## src/rtl/muldiv_unit.sv

```systemverilog
`default_nettype none
// ============================================================================
//  Module      : muldiv_unit
//  Description : Iterative RV32M multiply/divide unit. Shift-add multiply and
//                restoring divide on operand magnitudes, one iteration per
//                clock, with sign fix-up on the final edge. Divide-by-zero and
//                signed overflow finish in one cycle.
//                Optional macro MULDIV_FAST_MUL_EN: MUL* ops compute the full
//                product in one cycle instead of iterating.
//  Revision    : 1.0 - initial release
// ============================================================================
module muldiv_unit #(
    parameter int XLEN = 32
) (
    input  logic            clk,
    input  logic            rst_n,
    input  logic            start,
    input  logic [2:0]      funct3,
    input  logic [XLEN-1:0] rs1_data,
    input  logic [XLEN-1:0] rs2_data,
    input  logic [4:0]      rd_in,
    input  logic            kill,
    output logic            busy,
    output logic            wb_en,
    output logic [XLEN-1:0] result,
    output logic [4:0]      rd_out
);

    localparam int              CW       = $clog2(XLEN);
    localparam logic [CW-1:0]   CNT_LAST = CW'(XLEN - 1);
    localparam logic [XLEN-1:0] MOST_NEG = {1'b1, {(XLEN-1){1'b0}}};

    localparam logic [2:0] F3_MUL    = 3'b000;
    localparam logic [2:0] F3_MULH   = 3'b001;
    localparam logic [2:0] F3_MULHSU = 3'b010;
    localparam logic [2:0] F3_DIV    = 3'b100;
    localparam logic [2:0] F3_REM    = 3'b110;

    typedef enum logic [1:0] {
        S_IDLE = 2'd0,
        S_RUN  = 2'd1,
        S_DONE = 2'd2
    } state_t;

    state_t          state_q, state_d;
    logic [2:0]      op_q, op_d;
    logic [4:0]      rd_q, rd_d;
    logic [CW-1:0]   cnt_q, cnt_d;
    logic [XLEN-1:0] hi_q, hi_d;      // product high half / partial remainder
    logic [XLEN-1:0] lo_q, lo_d;      // multiplier bits / dividend-to-quotient
    logic [XLEN-1:0] opnd_q, opnd_d;  // multiplicand or divisor magnitude
    logic            neg_q, neg_d;    // negate the final result
    logic [XLEN-1:0] result_q, result_d;

    // Operand decode at the start edge
    logic            w_a_signed, w_b_signed, w_a_neg, w_b_neg;
    logic [XLEN-1:0] w_a_mag, w_b_mag;
    logic            w_div_zero, w_div_ovf, w_fast_div;
    logic [XLEN-1:0] w_fast_div_res;

    // One iteration step and final fix-up
    logic [XLEN:0]     w_mul_sum;
    logic [XLEN:0]     w_div_shift;
    logic              w_div_ok;
    logic [XLEN-1:0]   w_hi_n, w_lo_n;
    logic [2*XLEN-1:0] w_prod, w_prod_s;
    logic [XLEN-1:0]   w_div_sel, w_final;

`ifdef MULDIV_FAST_MUL_EN
    logic [2*XLEN-1:0] w_fast_prod, w_fast_prod_s;
    logic [XLEN-1:0]   w_fast_mul_res;
`endif

    // Sign handling, magnitudes and divide special cases from the live operands
    always_comb begin
        w_a_signed = (funct3 == F3_MULH) || (funct3 == F3_MULHSU) ||
                     (funct3 == F3_DIV)  || (funct3 == F3_REM);
        w_b_signed = (funct3 == F3_MULH) || (funct3 == F3_DIV) || (funct3 == F3_REM);
        w_a_neg    = w_a_signed & rs1_data[XLEN-1];
        w_b_neg    = w_b_signed & rs2_data[XLEN-1];
        w_a_mag    = w_a_neg ? ({XLEN{1'b0}} - rs1_data) : rs1_data;
        w_b_mag    = w_b_neg ? ({XLEN{1'b0}} - rs2_data) : rs2_data;
        w_div_zero = (rs2_data == {XLEN{1'b0}});
        // Signed overflow only exists for DIV/REM (funct3[0]==0 among divides)
        w_div_ovf  = ~funct3[0] && (rs1_data == MOST_NEG) && (rs2_data == {XLEN{1'b1}});
        w_fast_div = funct3[2] && (w_div_zero || w_div_ovf);
        if (w_div_zero) begin
            w_fast_div_res = funct3[1] ? rs1_data : {XLEN{1'b1}};
        end else begin
            w_fast_div_res = funct3[1] ? {XLEN{1'b0}} : rs1_data;
        end
    end

`ifdef MULDIV_FAST_MUL_EN
    // Single-cycle multiply on magnitudes with sign correction
    always_comb begin
        w_fast_prod    = w_a_mag * w_b_mag;
        w_fast_prod_s  = (w_a_neg ^ w_b_neg) ? ({(2*XLEN){1'b0}} - w_fast_prod) : w_fast_prod;
        w_fast_mul_res = (funct3 == F3_MUL) ? w_fast_prod_s[XLEN-1:0]
                                            : w_fast_prod_s[2*XLEN-1:XLEN];
    end
`endif

    // One shift-add or restoring-divide step, plus the result it would yield if last
    always_comb begin
        w_mul_sum   = {1'b0, hi_q} + (lo_q[0] ? {1'b0, opnd_q} : {(XLEN+1){1'b0}});
        w_div_shift = {hi_q, lo_q[XLEN-1]};
        w_div_ok    = (w_div_shift >= {1'b0, opnd_q});
        if (op_q[2]) begin
            // Partial remainder stays below the divisor, so XLEN bits suffice
            w_hi_n = w_div_ok ? (w_div_shift[XLEN-1:0] - opnd_q) : w_div_shift[XLEN-1:0];
            w_lo_n = {lo_q[XLEN-2:0], w_div_ok};
        end else begin
            w_hi_n = w_mul_sum[XLEN:1];
            w_lo_n = {w_mul_sum[0], lo_q[XLEN-1:1]};
        end
        w_prod    = {w_hi_n, w_lo_n};
        w_prod_s  = neg_q ? ({(2*XLEN){1'b0}} - w_prod) : w_prod;
        w_div_sel = op_q[1] ? w_hi_n : w_lo_n;
        if (op_q[2]) begin
            w_final = neg_q ? ({XLEN{1'b0}} - w_div_sel) : w_div_sel;
        end else if (op_q == F3_MUL) begin
            w_final = w_prod_s[XLEN-1:0];
        end else begin
            w_final = w_prod_s[2*XLEN-1:XLEN];
        end
    end

    // Next-state and datapath register updates
    always_comb begin
        state_d  = state_q;
        op_d     = op_q;
        rd_d     = rd_q;
        cnt_d    = cnt_q;
        hi_d     = hi_q;
        lo_d     = lo_q;
        opnd_d   = opnd_q;
        neg_d    = neg_q;
        result_d = result_q;
        case (state_q)
            S_IDLE: begin
                if (start && !kill) begin
                    op_d  = funct3;
                    rd_d  = rd_in;
                    cnt_d = '0;
                    // REM follows the dividend sign; everything else the sign product
                    neg_d = (funct3 == F3_REM) ? w_a_neg : (w_a_neg ^ w_b_neg);
                    hi_d  = '0;
                    if (w_fast_div) begin
                        result_d = w_fast_div_res;
                        state_d  = S_DONE;
`ifdef MULDIV_FAST_MUL_EN
                    end else if (!funct3[2]) begin
                        result_d = w_fast_mul_res;
                        state_d  = S_DONE;
`endif
                    end else begin
                        opnd_d  = funct3[2] ? w_b_mag : w_a_mag;
                        lo_d    = funct3[2] ? w_a_mag : w_b_mag;
                        state_d = S_RUN;
                    end
                end
            end
            S_RUN: begin
                hi_d  = w_hi_n;
                lo_d  = w_lo_n;
                cnt_d = cnt_q + 1'b1;
                if (cnt_q == CNT_LAST) begin
                    result_d = w_final;
                    state_d  = S_DONE;
                end
            end
            S_DONE: begin
                state_d = S_IDLE;
            end
            default: begin
                state_d = S_IDLE;
            end
        endcase
        // Flush aborts everything and leaves the visible result untouched
        if (kill) begin
            state_d  = S_IDLE;
            result_d = result_q;
        end
    end

    // State and datapath registers with asynchronous clear
    always_ff @(posedge clk or negedge rst_n) begin
        if (!rst_n) begin
            state_q  <= S_IDLE;
            op_q     <= '0;
            rd_q     <= '0;
            cnt_q    <= '0;
            hi_q     <= '0;
            lo_q     <= '0;
            opnd_q   <= '0;
            neg_q    <= 1'b0;
            result_q <= '0;
        end else begin
            state_q  <= state_d;
            op_q     <= op_d;
            rd_q     <= rd_d;
            cnt_q    <= cnt_d;
            hi_q     <= hi_d;
            lo_q     <= lo_d;
            opnd_q   <= opnd_d;
            neg_q    <= neg_d;
            result_q <= result_d;
        end
    end

    // Status and write-back outputs; a flush in DONE suppresses the write
    always_comb begin
        busy   = (state_q != S_IDLE);
        wb_en  = (state_q == S_DONE) && !kill;
        result = result_q;
        rd_out = rd_q;
    end

endmodule
`default_nettype wire

```

## config.mk

```make
export PLATFORM = sky130hd
export DESIGN_NAME = muldiv_unit
export DESIGN_NICKNAME = d
export VERILOG_FILES = /design/src/rtl/muldiv_unit.sv
export SDC_FILE = /design/constraint.sdc
export NUM_CORES = 1
export LEC_CHECK = 0
export ABC_AREA = 1
export CAP_MARGIN = 15
export CORE_MARGIN = 2
export CORE_UTILIZATION = 30
export CTS_CLUSTER_DIAMETER = 150
export DETAILED_ROUTE_END_ITERATION = 7
export DONT_BUFFER_PORTS = 1
export PLACE_DENSITY = 0.43
export SYNTH_ARGS = -nofsm -noshare
export SYNTH_HDL_FRONTEND = slang
export SYNTH_SLANG_ARGS = --single-unit
```

## constraint.sdc

```tcl
create_clock -name clk -period 9.6 [get_ports clk]
set_input_delay 1.44 -clock clk [delete_from_list [all_inputs] [get_ports clk]]
set_output_delay 1.44 -clock clk [all_outputs]
set_load 0.01 [all_outputs]
```

# Word level (Yosys, flattened, before mapping)
# Cells that the tools add are included.
# Widths: inputs -> output; s select.
word_totals:
  register_bits: 144
  output_inout_bits: 39
  word_cells: 94
op_classes:
  n_addsub: 7
  magnitude_cmp: 1
  eq_ne: 15
  muxes: 33
  bitwise: 6
  reduce_logical: 23
ops:
  columns: ["op", "count"]
  rows:
  - ["$mux 32", 21]
  - ["$pmux 32 s2", 3]
  - ["$sub 1x32->32 const A", 3]
  - ["$eq 32x32->1 const B", 2]
  - ["$mux 64", 1]
  - ["$sub 1x64->64 const A", 1]
  - ["$add 32x32->33", 1]
  - ["$ge 33x32->1", 1]
  - ["$logic_not 32->1", 1]
  - ["$sub 32x32->32", 1]
  - ["$pmux 5 s2", 1]
  - ["$mux 2", 4]
  - ["$ne 2x2->1 const B", 4]
  - ["$eq 3x3->1 const B", 2]
  - ["$logic_or 1x1->1", 6]
  - ["$ne 3x3->1 const B", 2]
  - ["$reduce_and 2->1", 3]
  - ["$reduce_and 3->1", 2]
  - ["$add 5x1->5 const B", 1]
  - ["$eq 5x5->1 const B", 1]
  - ["$logic_and 1x1->1", 5]
  - ["$mux 5", 1]
  - ["$reduce_and 5->1", 1]
  - ["$pmux 2 s2", 1]
  - ["12 further kinds", 16]

# Logic depth before layout (Yosys ltp)
# Gate-level depths: netlist of the first run.
depth:
  word_depth: 10
  depth_mapped: 34
  depth_no_buf: 34

# Worst setup path after synthesis of the first run
# OpenSTA, ideal clock, no wires.
synth_timing:
  path_type: "input-to-reg"
  startpoint: "input rs2_data[0]"
  endpoint: "register opnd_q[2]"
  setup_time_ps: 133
  t_arrival_ps: 3580
  required_time_ps: 9467
  path_slack_ps: 5887
  cell_stages: 19
  path_buffers: 2
  path_cell_list: "inv_1 -> ha_1 -> nand2_1 -> nor2_1 -> nand2_1 -> nor3_2 -> nand2_1 -> nor3_2 -> nand2_1 -> nor3_2 -> nand2_1 -> nor4_2 -> o21ai_0 -> nand2_1 -> inv_1 -> buf_2 -> buf_2 -> o211ai_1 -> o21ai_0"
synth_via:
  elab_chain_cells: 6
  word_cells_on_any_way: 10
  classes_between: "add/sub (1); eq/ne (1); mux (2); bitwise (1); reduce/logical (5)"
synth_lines:
  columns: ["element", "line_no", "rtl"]
  rows:
  - ["start, declared", "20", "input logic [XLEN-1:0] rs2_data,"]
  - ["branches (longest 6 deep; another with $sub 1x32->32)", null, null]
  - ["end signal, assigned", "206", "opnd_q <= opnd_d;"]
  - ["end, declared", "51", "logic [XLEN-1:0] opnd_q, opnd_d;"]
# Several ways; the timed one is not identified.
# A chain may end at the register's enable or synchronous reset.

# Final worst setup path of the first run
layout_timing:
  startpoint: "register hi_q[19]"
  endpoint: "register result_q[30], in the netlist result[30]"
layout_via:
  elab_chain_cells: 9
  word_cells_on_any_way: 15
  classes_between: "add/sub (4); order compare (1); mux (10)"
layout_lines:
  columns: ["element", "line_no", "rtl"]
  rows:
  - ["start, declared", "49", "logic [XLEN-1:0] hi_q, hi_d;"]
  - ["start signal, assigned", "204", "hi_q <= hi_d;"]
  - ["$sub 32x32->32 or $ge 33x32->1 (tied branches)", "111, 108", null]
  - ["$mux 32", "111", "w_hi_n = w_div_ok ? (w_div_shift[XLEN-1:0] - opnd_q) : w_div_shift[XLEN-1:0];"]
  - ["$mux 32", "109", "if (op_q[2]) begin"]
  - ["$sub 1x64->64 or $mux 32 (tied branches)", "118, 119", null]
  - ["$mux 64 or $sub 1x32->32 (tied branches)", "118, 121", null]
  - ["$mux 32 (on tied branches)", "122, 121", null]
  - ["$mux 32 (*)", "120", "if (op_q[2]) begin"]
  - ["$mux 32 (*)", "168", "if (cnt_q == CNT_LAST) begin"]
  - ["$pmux 32 s2 (*)", "140", "case (state_q)"]
  - ["end signal, assigned", "208", "result_q <= result_d;"]
  - ["end, declared", "53", "logic [XLEN-1:0] result_q, result_d;"]
# Mark *: on every way between the ends. The rest lies on a longest branch, timed or not. The select of a mux whose other input is x is not followed.

==> key figures, run 1 <==
Timing
  • Worst clock skew: 0.0214 ns
  • Fin. max-slew vios: 0
  • PnR worst setup slack: between 4 and 5 ns
  • Tmin final: 5.35 ns
  • Setup tns final: 0 ns
  • Final period utilization: approximately 56%
  • Slew HR: 23.4%
  • F_max: 187 MHz
  • Final Hold Fails: 0
  • Setup violators final: 0
  • Unrepaired setup endpoints after global routing: false
  • Tightest Pin Transition: 1.15 ns

Layout
  • Ant diodes: 0
  • Area Growth Syn to Fin: 6.30%
  • Commonest non-fill, non-tap cell in the layout: nand2_1
  • # fillers: 7,619
  • Core Util, Final: 32.1%
  • Total Nets Final: 3,541
  • Layout cells sized above 1: 7.37%
  • Most frequent cells in the layout: nand2_1 (1,070), inv_1 (493), nor2_1 (341), nand3_1 (278), o21ai_0 (207)
  • Final Instance Area: 0.0210 sq mm

Flow run
  • Max-Cap Viols: 0

Place
  • Post-DP HPWL: 81.7 mm
  • I/O Buffers: 0
  • Area after DPL: 0.0204 sq mm
  • Pre-CTS setup slack: approximately 4.4 ns
  • Routability cong.: slightly above 1

Route
  • Final wirelength: 101 mm
  • Vias per Instance: 5.31
  • Post-route ant nets: 0
  • Residual DRC: 0
  • DR pass1 iterations: 7
  • DRT iter0 DRCs: 2,155
  • Avg WL per Cell: 23.7 microns
  • Vias post-DR: about 23,000

Yosys
  • Cell variety after synth: 58
  • Post-synth top flop: dfrtp_1
  • #FFs+latches synth: roughly 140
  • Synthesized cell area: 0.0198 sq mm
  • Top-area cell type share of the netlist area: between 20% and 30%
  • Yosys warnings: 0
  • Synth area leaders: nand2_1 (20%), dfrtp_1 (18%), inv_1 (9.4%)
  • Sequential fraction of the synthesis area: 18.2%
  • Post-synthesis net count: ~3,600
  • EDFF count, synth: 0
  • Post-synth ARST share: 100%
  • Synth Area per Inst: 5.69 sq um
  • Post-synth top area cell: nand2_1
  • Post-synthesis instance total: 3,478

Floorplan
  • Die Y: ~260 microns
  • Die area: 0.0680 sq mm
  • Placeable Area: 0.0655 sq mm
  • I/O pin cnt: between 100 and 150
  • Rows: 94
  • Initial Utilization: 30.2%
  • Die W: 261 microns

Setup path
  • Crit path kind: reg2reg
  • Worst Setup SP: hi_q[19]
  • Worst setup EP type: register
  • Crit-path slowest cell: dfrtp_1
  • Slowest stage delay, CP: 0.49 ns
  • Required time of the worst setup path: around 10 ns
  • Most frequent CP cell: nand3_1
  • Worst r2r src: hi_q[19]
  • Reg2reg setup slack: 4.25 ns
  • CP Max Fanout: 34
  • CP Data Arrival Time: 5.76 ns
  • Startpoint Class: register

Power
  • Pwr dens: 376 mW/mm^2
  • Pleak: 0.0107 uW
  • Peak VDD IR: 0.000150 V

Clocking
  • CTS sink count: 144
  • Clk Latency, worst-skew pair: 0.50 ns
  • CTS tree: yes
  • Post-CTS Setup Repair Bufs: 0
  • Cts bufs inserted: 17
  • Hold buffer count at cts: 0
  • Clock Root Buffer: clkbuf_16
  • Cts repair resizes: 0
  • Clk slew on worst S/H paths: approximately 0.07 ns
  • Clock buffer depth: 2
  • H-tree levels: 4

Global route
  • Vias in the first global route: 21,900
  • Global-route wire length before repair: between 100 and 150 mm
  • Grt total ovfl: 0
  • Initial antenna violation count: 2
  • Largest net degree at the start of global routing: 145
  • Total global-route track usage: around 30%

Worst hold path
  • HP Class: reg2reg
  • Hold Startpoint: cnt_q[0]

Status
  • Status: complete, no violations
flip-flops by register name, summed over array words and instances, names as in the netlist:
| register | cells |
|---|---|
| lo_q | 32 |
| cnt_q | 5 |
| op_q | 3 |
| opnd_q | 32 |
| result | 32 |
| hi_q | 32 |
| state_q | 2 |
| neg_q | 1 |
| rd_out | 5 |
routing by layer:
| metal | GRT usage, % | part of all wire, % | up-vias |
|---|---|---|---|
| met1 | 38.5 | 43 | 10600 |
| met2 | 48.5 | 46 | 872 |
| met5 | 0 | 0 | - |
| met4 | 12.7 | 4.5 | 0 |
| met3 | 5.49 | 6.6 | 171 |
| li1 | - | - | 11000 |
through the flow:
step	hold slack, ns	instances	total power (uW)
2_1_floorplan	0.468	3478	5030
3_3_place_gp	0.497	4237	7110
3_5_place_dp	0.497	4237	7070
4_1_cts	0.506	4269	7820
5_1_grt	0.531	4269	8480
6_report	0.503	4269	7910
layout make-up:
| type | count | area (sq um) | share of cell area, % |
|---|---|---|---|
| clock buffers | 18 | 439 | 2.09 |
| clock inverters | 14 | 148 | 0.702 |
| inverters | 515 | 1930 | 9.20 |
| multi-input cells | 2688 | 13600 | 64.8 |
| flip-flops and latches | 144 | 3610 | 17.2 |
| well taps | 864 | 1080 | 5.14 |
| repair buffers | 26 | 195 | 0.928 |
cell usage after synthesis, drive strengths merged, types with 26 or more instances:
library cell / number
nand2: 1119
inv: 511
nor2: 370
nand3: 308
o21ai: 243
a21oi: 163
dfrtp: 144
clkbuf: 76
xor2: 73
ha: 71
nand4: 57
buf: 55
o22ai: 52
nor3: 47
or2: 27
xnor2: 26
final timing paths:
path                               to  cells after the start
setup / recovery           result[30]                     28
hold / removal               cnt_q[0]                      1
setup reg to reg           result[30]                     28
hold reg to reg              cnt_q[0]                      1
max in group asynchronous    hi_q[21]                      0
min in group asynchronous  result[31]                      0
power by group:
part,switching (uW),internal (uW)
clock,349,373
sequential,313,848
combinational,4380,1640
cell families (layout without fill, tap and decap cells):
family,Yosys count,after routing,synth area share (%)
buffers and inverters,646,573,13.0
AND/OR/NAND/NOR,1972,1972,43.8
multiplexers,7,7,0.386
adder cells (fa/ha/maj),73,73,4.69
flip-flops,144,144,18.2
XOR/XNOR,99,99,4.38
AO/OA/AOI/OAI,537,537,15.5
worst max-delay path, delay by kind of cell, from the launching register on:
family / cells / cell delay, ns
AOI/OAI and AO/OA: 2 / 0.40
buffers and inverters: 2 / 0.52
adders and majority gates: 2 / 0.69
DFF: 1 / 0.49
and+or+nand+nor: 22 / 3.16
(Power assumes the default switching activity.)
==> inputs of run 2 (changes only) <==
clock period = 5.3 ns   (was 9.6 ns; I/O delays follow)
==> run 2 against run 1 <==
Against the previous run:
- sequential share of layout area is 0.41 points lower
- wire length grew 1.8%
- design area up 2.4%
- utilization increased by 0.76 points
- global-route usage up 0.40 points
- total power rose by 87%
- sequential cell count unchanged
- via count rose by 1.2%
- critical path depth down 2
- combinational power up 89%
==> key figures, run 2 (synthesized netlist as in run 1, its figures left out) <==
Layout
  • Commonest non-fill, non-tap cell in the layout: nand2_1
  • Layout Cells excl Fill: approximately 4,300
  • Area Growth Syn to Fin: 8.83%
  • Ant diodes: 0
  • Total Nets Final: 3,596
  • Core Util, Final: 32.9%
  • Most frequent cells in the layout: nand2_1 (1,070), inv_1 (493), nor2_1 (341), nand3_1 (278), o21ai_0 (207)
  • Layout cells sized above 1: 8.73%

Setup path
  • Crit path kind: reg2reg
  • Worst r2r src: lo_q[0]
  • Required time of the worst setup path: ~5.7 ns
  • CP Max Fanout: 17
  • CP Data Arrival Time: around 5.2 ns
  • Worst setup EP type: register
  • Reg2reg setup slack: 0.50 ns
  • R2R depth: 26
  • Startpoint Class: register
  • RR Endpoint: result[17]

Timing
  • Unrepaired setup endpoints after global routing: false
  • Setup tns final: 0 ns
  • Setup violators final: 0
  • F_max: 208 MHz
  • Worst clock skew: around 0.023 ns
  • Final period utilization: 90.5%
  • Tightest Pin Transition: ~1.1 ns
  • Final Hold Fails: 0
  • Fin. max-slew vios: 0
  • Slew HR: ~23%
  • Tmin final: ~4.8 ns

Global route
  • Grt total ovfl: 0
  • Initial antenna violation count: 3
  • Vias in the first global route: 22,100
  • Global-route wire length before repair: 150 mm
  • Total global-route track usage: 30.2%
  • Largest net degree at the start of global routing: 100

Route
  • DR pass1 iterations: 8
  • Vias post-DR: 22,900
  • Vias per Instance: approximately 5.3
  • Avg WL per Cell: 23.8 microns
  • DRT iter0 DRCs: between 2,000 and 2,500
  • Post-route ant nets: 0
  • Residual DRC: 0
  • Final wirelength: 103 mm

Clocking
  • Clk slew on worst S/H paths: 0.07 ns
  • CTS sink count: 144
  • H-tree levels: 4
  • Cts repair resizes: 0
  • Clock buffer depth: 2
  • CTS tree: yes
  • Clock Root Buffer: clkbuf_16
  • Cts bufs inserted: 17
  • Clk Latency, worst-skew pair: ~0.5 ns

Floorplan
  • Die W: about 260 microns
  • Die area: 0.0680 sq mm
  • Placeable Area: 0.0655 sq mm
  • Rows: 94
  • Initial Utilization: 30.2%
  • I/O pin cnt: 115
  • Die Y: 261 microns

Worst hold path
  • HP Class: in2async

Power
  • Pwr dens: 687 mW/mm^2
  • Pleak: about 0.011 uW
  • Power, Total: around 15,000 uW
  • Peak VDD IR: 0.000240 V

Place
  • Routability cong.: between 0.9 and 1
  • Post-DP HPWL: 83.8 mm
  • Placed cell count: approximately 4,300
  • I/O Buffers: 0

Flow run
  • Max-Cap Viols: 0

Status
  • Status: complete, no violations
==> run 2: cell count changes in the layout (fill, tap and decap cells not counted), sizes merged <==
cell,delta
clkinv,+4
clkbuf,-1
buf,+53
bufinv,+2
inv,-4
dlygate4sd3,+2
clkinvlp,-2
==> run 2: final cells by class <==
class / instances / area [sq um]
Clock buffer: 17 / 425
Clock inverter: 14 / 163
Fill cell: 7488 / 44000
Inverter: 515 / 1930
Multi-Input combinational cell: 2688 / 13600
Sequential cell: 144 / 3610
Tap cell: 864 / 1080
Timing Repair Buffer: 81 / 696
==> run 2: repair_timing <==
item,4_1_cts,5_1_grt
setup buffers,0,0
endpoints found under the hold margin,44,0
hold buffers,3,0
==> run 2: per-stage QoR <==
stage                     area (sq um)  setup slack [ns]  hold slack [ns]
final                            21500             0.503           0.0180
after global routing             21500             0.211           0.0105
after CTS                        21500             0.654         0.000812
after detailed placement         20900             0.698            0.503
after global placement           20900             0.656            0.503
after floorplan                  19800              1.72            0.468
==> run 2: critical path, cell delays in order (launching register included) <==
cell and delay [ns]:
dfrtp_1 0.42, buf_12 0.18, nand2_1 0.07, inv_1 0.06
ha_1 0.35, a21oi_1 0.40, o21ai_0 0.15, buf_4 0.19
nand2_1 0.09, nand3_1 0.20, or2_2 0.33, nand2_1 0.06
nand2_1 0.11, nand2_1 0.42, nand2_1 0.18, inv_2 0.09
nand2_1 0.08, nor2_1 0.20, buf_4 0.15, nand3_1 0.05
nand2_1 0.09, nand2_1 0.06, nand2_1 0.05, nand3_1 0.08
nand2_1 0.20, nand3_1 0.24, a21oi_1 0.21
==> run 2: metal layers <==
layer  vias to the layer above  global-route usage (%)  part of all wire (%)
met5                         -                       0                     0
li1                      11100                       -                     -
met1                     10800                    39.9                    44
met2                       903                    49.2                    46
met4                         0                    12.4                   4.2
met3                       146                    4.36                   6.4
==> run 2: how the worst max path moves through the flow <==
stage	startpoint	to	slack, ns	depth (start not counted)
finish	lo_q[0]	result[17]	0.50	26
global route	hi_q[9]	result[26]	0.21	29
CTS	hi_q[11]	result[26]	0.65	29
detailed placement	hi_q[11]	result[26]	0.70	29
global placement	lo_q[0]	result[23]	0.66	26
floorplan	hi_q[27]	result[12]	1.72	30
==> run 2: power by group <==
group / switching [uW] / internal (uW) / leakage (uW)
logic: 8100 / 3290 / 0.00893
registers: 538 / 1540 / 0.00173
clock network: 595 / 736 / 0.000293
